<file path="config.mk">
export PLATFORM = sky130hd
export DESIGN_NAME = mem_access_ctrl
export DESIGN_NICKNAME = d
export VERILOG_FILES = /design/src/rtl/mem_access_ctrl.sv
export SDC_FILE = /design/constraint.sdc
export NUM_CORES = 1
export LEC_CHECK = 0
export CAP_MARGIN = 20
export CORE_MARGIN = 1.5
export CORE_UTILIZATION = 40
export CTS_CLUSTER_SIZE = 20
export DETAILED_ROUTE_END_ITERATION = 7
export GPL_ROUTABILITY_DRIVEN = 0
export PLACE_DENSITY = 0.74
export REMOVE_ABC_BUFFERS = 1
export SYNTH_ARGS = -nofsm -noshare
export SYNTH_HDL_FRONTEND = slang
export SYNTH_SLANG_ARGS = --single-unit
export TNS_END_PERCENT = 100
</file>
<file path="constraint.sdc">
create_clock -name clk -period 1.9 [get_ports clk]
set_input_delay 0.38 -clock clk [delete_from_list [all_inputs] [get_ports clk]]
set_output_delay 0.38 -clock clk [all_outputs]
set_load 0.05 [all_outputs]
</file>
<file path="src/rtl/mem_access_ctrl.sv">
// Load/store initiator for the 8-bit data memory: valid/ready request in, timed strobes out, one-cycle response.
// Optional feature: define STORE_VERIFY_EN to read back every store and report a mismatch on verify_err.
module mem_access_ctrl #(
  parameter int unsigned AW          = 8,
  parameter int unsigned DW          = 8,
  parameter int unsigned WAIT_CYCLES = 1
) (
  input  logic          clk,
  input  logic          reset,
  input  logic          req_valid,
  output logic          req_ready,
  input  logic          req_write,
  input  logic [AW-1:0] req_addr,
  input  logic [DW-1:0] req_wdata,
  output logic          resp_valid,
  output logic [DW-1:0] resp_rdata,
  output logic          busy,
  output logic          memRead,
  output logic          memWrite,
  output logic [AW-1:0] input_addr,
  output logic [DW-1:0] dataMemWrite,
`ifdef STORE_VERIFY_EN
  output logic          verify_err,
`endif
  input  logic [DW-1:0] readData
);

  localparam int unsigned CW = 4;
  localparam logic [CW-1:0] CNT_LAST = CW'(WAIT_CYCLES - 1);

  if (WAIT_CYCLES == 0 || WAIT_CYCLES > 15) begin : g_bad_wait
    $error("mem_access_ctrl: WAIT_CYCLES must be in 1..15");
  end

  typedef enum logic [1:0] {
    S_IDLE   = 2'd0,
    S_ACCESS = 2'd1,
    S_VERIFY = 2'd2,
    S_RESP   = 2'd3
  } state_e;

  state_e        state_q;
  logic [CW-1:0] cnt_q;
  logic [CW-1:0] cnt_d;
  logic          wr_q;
  logic          ready_q;
  logic          busy_q;
  logic          resp_q;
  logic          rd_q;
  logic          we_q;
  logic [AW-1:0] addr_q;
  logic [DW-1:0] wdata_q;
  logic [DW-1:0] rdata_q;
`ifdef STORE_VERIFY_EN
  logic          err_q;
`endif

  assign cnt_d = cnt_q - CW'(1);

  // Whole access sequence; every output comes straight from a register.
  always_ff @(posedge clk or posedge reset) begin
    if (reset) begin
      state_q <= S_IDLE;
      cnt_q   <= '0;
      wr_q    <= 1'b0;
      ready_q <= 1'b1;
      busy_q  <= 1'b0;
      resp_q  <= 1'b0;
      rd_q    <= 1'b0;
      we_q    <= 1'b0;
      addr_q  <= '0;
      wdata_q <= '0;
      rdata_q <= '0;
`ifdef STORE_VERIFY_EN
      err_q   <= 1'b0;
`endif
    end else begin
      case (state_q)
        S_IDLE: begin
          if (req_valid) begin
            state_q <= S_ACCESS;
            wr_q    <= req_write;
            addr_q  <= req_addr;
            wdata_q <= req_wdata;
            rd_q    <= ~req_write;
            we_q    <= req_write;
            cnt_q   <= CNT_LAST;
            ready_q <= 1'b0;
            busy_q  <= 1'b1;
          end
        end
        S_ACCESS: begin
          if (cnt_q == '0) begin
            rd_q <= 1'b0;
            we_q <= 1'b0;
            if (!wr_q) begin
              rdata_q <= readData;
            end
`ifdef STORE_VERIFY_EN
            // Stores turn straight into a read of the same address.
            if (wr_q) begin
              state_q <= S_VERIFY;
              rd_q    <= 1'b1;
              cnt_q   <= CNT_LAST;
            end else begin
              state_q <= S_RESP;
              resp_q  <= 1'b1;
            end
`else
            state_q <= S_RESP;
            resp_q  <= 1'b1;
`endif
          end else begin
            cnt_q <= cnt_d;
          end
        end
`ifdef STORE_VERIFY_EN
        S_VERIFY: begin
          if (cnt_q == '0) begin
            rd_q    <= 1'b0;
            err_q   <= (readData != wdata_q);
            state_q <= S_RESP;
            resp_q  <= 1'b1;
          end else begin
            cnt_q <= cnt_d;
          end
        end
`endif
        S_RESP: begin
          resp_q  <= 1'b0;
          ready_q <= 1'b1;
          busy_q  <= 1'b0;
          state_q <= S_IDLE;
`ifdef STORE_VERIFY_EN
          err_q   <= 1'b0;
`endif
        end
        default: begin
          state_q <= S_IDLE;
          resp_q  <= 1'b0;
          rd_q    <= 1'b0;
          we_q    <= 1'b0;
          ready_q <= 1'b1;
          busy_q  <= 1'b0;
        end
      endcase
    end
  end

  assign req_ready    = ready_q;
  assign busy         = busy_q;
  assign resp_valid   = resp_q;
  assign resp_rdata   = rdata_q;
  assign memRead      = rd_q;
  assign memWrite     = we_q;
  assign input_addr   = addr_q;
  assign dataMemWrite = wdata_q;
`ifdef STORE_VERIFY_EN
  assign verify_err   = err_q;
`endif

endmodule
</file>
==> Yosys cells after proc, flatten, opt, wreduce, memory -nomap -nowiden <==
Index checks and enable logic that the tools add are counted.
{ "totals": {"regBits": 36} }
{ "op_classes": {"n_addsub": 1, "muxes": 17, "n_reduce_logical": 10, "n_eq_ne": 5, "n_bitwise": 5} }
{ "op_table": {"columns": ["op", "count"], "rows": [
  ["$reduce_and A3 Y1", 3],
  ["$mux W4", 2],
  ["$pmux W4 S2", 1],
  ["$reduce_and A2 Y1", 4],
  ["$mux W1", 6],
  ["$ne A2 B2 Y1 const B", 3],
  ["$pmux W1 S2", 3],
  ["$pmux W1 S3", 2],
  ["$not A1 Y1", 5],
  ["$logic_not A4 Y1", 1],
  ["$mux W2", 2],
  ["$pmux W2 S2", 1],
  ["$sub A4 B1 Y4 const B", 1],
  ["$eq A2 B1 Y1 const B", 1],
  ["$eq A2 B2 Y1 const B", 1],
  ["$logic_not A2 Y1", 1],
  ["$reduce_bool A2 Y1", 1]
]} }

==> Logic depth before layout (Yosys ltp) <==
Gate-level depths: netlist of the first run.
{ "logic_depth": {"word_depth": 3, "mapped_depth": 6} }

==> Worst setup path before layout of the first run <==
OpenSTA, ideal clock, no wires.
{ "synth_timing": {"path_kind": "register to register", "from": "register cnt_q[0]", "to": "register rdata_q[0], in the netlist resp_rdata[0]", "t_required_ps": 1775, "synth_period_minus_slack_ps": 1692, "arrival_ps": 1567, "stages_incl_launch_ff": 7, "path_slack_ps": 208, "path_cell_list": "dfrtp_1 > inv_1 > ha_1 > nand2b_1 > or4_1 > buf_6 > mux2_4"} }
{ "synth_between": {"elab_chain_cells": 2} }
{ "synth_rtl": {"columns": ["item", "line", "source"], "rows": [
  ["start: declaration", "43", "logic [CW-1:0] cnt_q;"],
  ["start signal: assignment", "114", "cnt_q <= cnt_d;"],
  ["$logic_not A4 Y1", "93", "if (cnt_q == '0) begin"],
  ["$reduce_and A3 Y1 (no source line)", null, null],
  ["end signal: assignment", "97", "rdata_q <= readData;"],
  ["end: declaration", "53", "logic [DW-1:0] rdata_q;"]
]} }
Every way passes these cells.
A chain may end at the register's enable or synchronous reset.

==> Worst setup path after layout of the first run <==
{ "layout_timing": {"from": "register we_q, in the netlist memWrite", "to": "output port memWrite"} }
{ "layout_rtl": {"columns": ["item", "line", "source"], "rows": [
  ["start: declaration", "50", "logic we_q;"],
  ["start signal: assignment", "86", "we_q <= req_write;"],
  ["end: declaration", "19", "output logic memWrite,"]
]} }
No word-level cell between the ends.

==> impl_metrics.toml, run 1 <==
[status]
status = "finished clean"

[clocking]
cts_tree = "done"
ctsResizeCount = 0
clkSinkCount = 36
cts-htree-levels = 2
clk_path_buf_depth = 2
clkTransAtPathRegs_ps = 70
cts_setup_buffers = 0
cts_made_buffers = 5
cts_root_buf = "clkbuf_8"
hold_buffers = 0
worstSkewPairLatency_ps = 280

[final_layout]
nets = 204
num_antenna_cells = 0
areaGrowthSynthToFinish_pct = 49.5
drive_gt1_frac = 0.251
n_fill_cell = 283

[floorplanning]
start_util = 0.416
ios = 57
rows = 22
die_h_um = 64.4
die_x_um = 64.4
die_area_um2 = 4150
fp.coreArea_um2 = 3630

[synth]
mappedNetlistArea_um2 = 1510
avgSynthCellArea_um2 = 13.9
ys_warn_count = 0
synth.distinct_cells = 28
ys_seq_area_frac = 0.597
synthCells = 109
ys_seq_elements = 36

[routing]
viasPerCell = 4.83
drt-pass1-iter-count = 4
vias = 1076
remaining_drc_errors = 0
ant_nets = 0
wl_um = 3080
wl_per_cell_um = 13.8
drtIter0Drc = 38

[worst_hold_path]
hp-class = "in2async"

[critical_path]
start_kind = "register"
crit_chain = "clkdlybuf4s50_1"
critPathMaxStageDelay_ps = 810
cp_num_buf_inv = 1
arrival_ps = 1460
critPathKind = "reg2out"
crit_fanout = 3
crit_required_ps = 1520
critPathTopFamily = "buffers and inverters"
end_kind = "output port"
cp_slowest_cell = "clkdlybuf4s50_1"

[sta]
setup_violations = 0
drv_slew = 0
min_period_over_period = 0.971
setup_tns_ps = 0
skew_ps = 3.60
period_needed_ps = 1840
rsz0062_at_grt = "no"
fmax_ghz = 0.542
relSlewSlack = 0.662
worst_pin_slew_ps = 505
hold_violations = 0

[global_routing]
grt_max_degree = 37
grt.total_usage = 0.166
antenna_found_initial = 0
grt_pass1_vias = 1167
grt_first_pass_wirelength_um = 5170
overflow = 0

[place]
numPortBuffers = 56
dpl.hpwl_um = 2220

[flow_run]
maxCapViolCount = 0
-- path summary, 6_finish.rpt --
kind,start,to,slack [ps],cells after the start
setup / recovery,memWrite,memWrite,60,1
hold / removal,reset,resp_rdata[2],490,3
setup reg to reg,cnt_q[1],resp_rdata[6],100,6
hold reg to reg,busy,busy,490,1
max in group asynchronous,reset,req_ready,1060,3
min in group clk,busy,busy,490,1
-- layout by cell type (no fill, tap or decap), types with 2 or more instances in the layout --
master,n
dfrtp_1,35
nand2_1,5
nor2_1,7
clkbuf_8,6
nand2b_1,2
nand3_1,2
buf_4,8
o32ai_1,2
mux2_4,8
clkdlybuf4s50_1,54
clkbuf_1,2
mux2i_1,2
ha_1,2
mux2_2,18
inv_1,6
-- sequential cells by signal, summed over array words and instances (netlist names) --
signal and flops:
busy 1, cnt_q 4, dataMemWrite 8, input_addr 8, memRead 1, memWrite 1
req_ready 1, resp_rdata 8, resp_valid 1, state_q 2, wr_q 1
-- per-layer routing --
| layer | vias to the layer above | global-route usage | share of wire |
|---|---|---|---|
| met5 | - | 0 | 0 |
| met4 | 0 | 0.112 | 0.031 |
| met3 | 7 | 0.0434 | 0.059 |
| met2 | 41 | 0.276 | 0.48 |
| met1 | 518 | 0.187 | 0.43 |
| li1 | 510 | - | - |
-- synth_stat cells (all sizes together) --
master,instances,area [um^2]
mux2i,2,20.0
mux2,26,323
o311ai,1,8.76
a21oi,1,5.00
or3b,1,8.76
nand2b,2,12.5
a22oi,1,7.51
o32ai,2,17.5
a21o,1,7.51
o21bai,1,7.51
nor2,7,26.3
a32oi,1,8.76
or4,1,7.51
buf,3,21.3
nor4,1,6.26
ha,2,25.0
dfstp,1,26.3
dfrtp,35,876
nor4bb,1,10.0
nand3,2,10.0
clkbuf,2,7.51
nand2,5,18.8
nor3b,2,15.0
nor2b,1,6.26
o21ai,1,5.00
inv,6,22.5
-- cell type report --
type | count | area (um^2) | share of cell area
Sequential cell | 36 | 902 | 0.400
Tap cell | 48 | 60.1 | 0.0266
Multi-Input combinational cell | 62 | 562 | 0.249
Clock buffer | 8 | 90.1 | 0.0399
Inverter | 6 | 22.5 | 0.00998
Timing Repair Buffer | 63 | 621 | 0.275
-- metrics by stage --
step                hold slack [ps]  cells  utilization  setup slack, ps  area, um^2
floorplan                       475    104            -             -623        1480
global placement                474    215        0.596              154        2170
detailed placement              468    215        0.596              108        2170
CTS                             496    223        0.621             43.4        2260
global route                    529    223        0.621             3.47        2260
finish                          492    223        0.621             55.5        2260
-- cells by family after synthesis --
logic type      Yosys count  share of synthesized area
compound gates            9                     0.0447
flops                    36                      0.597
fa+ha+maj                 2                     0.0166
mux                      28                      0.227
simple gates             23                     0.0804
buf+inv                  11                     0.0340
Power of run 1 is not shown: default switching activity piles up to over one toggle a cycle in this logic, so the estimate is an artifact.
==> run 2, diff against run 1 <==
--- a/config.mk
+++ b/config.mk
@@ -6,7 +6,6 @@
 export NUM_CORES = 1
 export LEC_CHECK = 0
 export CAP_MARGIN = 20
-export CORE_MARGIN = 1.5
 export CORE_UTILIZATION = 40
 export CTS_CLUSTER_SIZE = 20
 export DETAILED_ROUTE_END_ITERATION = 7
==> run 2 against run 1 <==
Against the previous run:
- core utilization rose by 3.4 points
- clock skew barely moved
- die area fell by 3.1%
- global-route usage rose by 0.16 points
- setup slack improved by 2.0 ps
- cell area rose by 0.72%
- wire length rose by 1.9%
- maximum frequency rose by 0.11%
- critical path type unchanged
- highest routed layer unchanged
==> impl_metrics.toml, run 2 (synthesis results as in run 1) <==
[status]
status = "finished clean"

[routing]
viasPerCell = 4.82
wl_um = 3140
wl_per_cell_um = 14.2
ant_nets = 0
drt-pass1-iter-count = 4
vias = 1065
remaining_drc_errors = 0
drtIter0Drc = 15

[sta]
hold_violations = 0
period_needed_ps = 1840
relSlewSlack = 0.651
setup_violations = 0
skew_ps = 3.50
drv_slew = 0
min_period_over_period = 0.970
rsz0062_at_grt = "no"
finalWorstSetupSlack_ps = 57.4
worst_pin_slew_ps = 521
fmax_ghz = 0.543

[final_layout]
n_fill_cell = 283
multi_input_area_um2 = 562
regArea_um2 = 902
drive_gt1_frac = 0.274
most-common-layout-cells = "clkdlybuf4s50_1, dfrtp_1, mux2_2, buf_4, mux2_4"
num_antenna_cells = 0
layout.cells.most_common = "clkdlybuf4s50_1"
areaGrowthSynthToFinish_pct = 50.5
nets = 204

[global_routing]
grt.total_usage = 0.168
grt_pass1_vias = 1076
grt_first_pass_wirelength_um = 5050
grtUsageMet2 = 0.283
met1_usage = 0.190
overflow = 0
antenna_found_initial = 0
grt_max_degree = 37
grt-busiest-layer = "met2"
use_met3 = 0.0380

[clocking]
clkSinkCount = 36
cts_made_buffers = 5
cts-htree-levels = 2
cts_root_buf = "clkbuf_8"
clk_path_buf_depth = 2
cts_tree = "done"
clkTransAtPathRegs_ps = 70
cts_setup_buffers = 0
worstSkewPairLatency_ps = 290

[critical_path]
critPathTopFamily = "buffers and inverters"
start_kind = "register"
crit_fanout = 2
crit_chain = "clkdlybuf4s50_1"
critPathMaxStageDelay_ps = 810
critPathKind = "reg2out"
end_kind = "output port"
cp_slowest_cell = "clkdlybuf4s50_1"
cp_num_buf_inv = 1
arrival_ps = 1460
crit_required_ps = 1520

[floorplanning]
rows = 21
ios = 57
start_util = 0.435
die_h_um = 63.4
die_area_um2 = 4030
fp.coreArea_um2 = 3470
die_x_um = 63.4

[place]
pre_cts_ws_ps = 114
dpl.hpwl_um = 2250
numPortBuffers = 56

[worst_hold_path]
hp-class = "in2async"

[flow_run]
maxCapViolCount = 0
-- run 2: changes by cell type in the layout (fill, tap and decap cells not counted), sizes merged --
cell / delta
clkdlybuf4s50: -3
buf: +2
bufinv: +1
clkbuf: -3
clkinvlp: +1
clkinv: +1
dlymetal6s2s: +1
-- run 2: cell type report --
class	instances	area share
clock inverters	3	0.0187
flip-flops and latches	36	0.397
multi-input cells	62	0.247
inverters	6	0.00991
repair buffers	63	0.272
clock buffers	5	0.0303
well taps	46	0.0253
-- run 2: repair_timing --
| item | in CTS | in global routing |
|---|---|---|
| setup endpoints to repair | 0 | 1 |
| gates resized for setup | 0 | 1 |
| hold buffers | 0 | 0 |
-- run 2: worst paths after layout --
check                      slack (ps)  depth (start not counted)     startpoint              end
max                                60                          1  input_addr[5]    input_addr[5]
min                               490                          3          reset  dataMemWrite[0]
max reg2reg                       100                          6       cnt_q[1]    resp_rdata[5]
min reg2reg                       490                          2      req_ready        req_ready
max in group asynchronous        1070                          3          reset        req_ready
min in group clk                  490                          2      req_ready        req_ready
-- run 2: metrics by stage --
| step | cell area, um^2 | utilization | setup TNS, ps | instances | hold WS, ps |
|---|---|---|---|---|---|
| 2_1_floorplan | 1480 | - | -11730 | 104 | 475 |
| 5_1_grt | 2270 | 0.655 | 0 | 221 | 515 |
| 3_5_place_dp | 2160 | 0.623 | 0 | 213 | 482 |
| 6_report | 2270 | 0.655 | 0 | 221 | 492 |
| 4_1_cts | 2270 | 0.655 | 0 | 221 | 494 |
| 3_3_place_gp | 2160 | 0.623 | 0 | 213 | 466 |
-- run 2: worst register-to-register path, cell delays in order, from the launching register on --
cell and delay, ps:
dfrtp_1 410, inv_1 90, ha_1 210, nand2b_1 80
or4_1 390, buf_4 200, mux2_4 310
-- run 2: layer usage --
layer / up-vias / routed length [um]
met3: 8 / 172
met4: 0 / 74
li1: 508 / -
met2: 37 / 1550
met1: 512 / 1340
met5: - / 0
Power of run 2 is left out for the same reason.
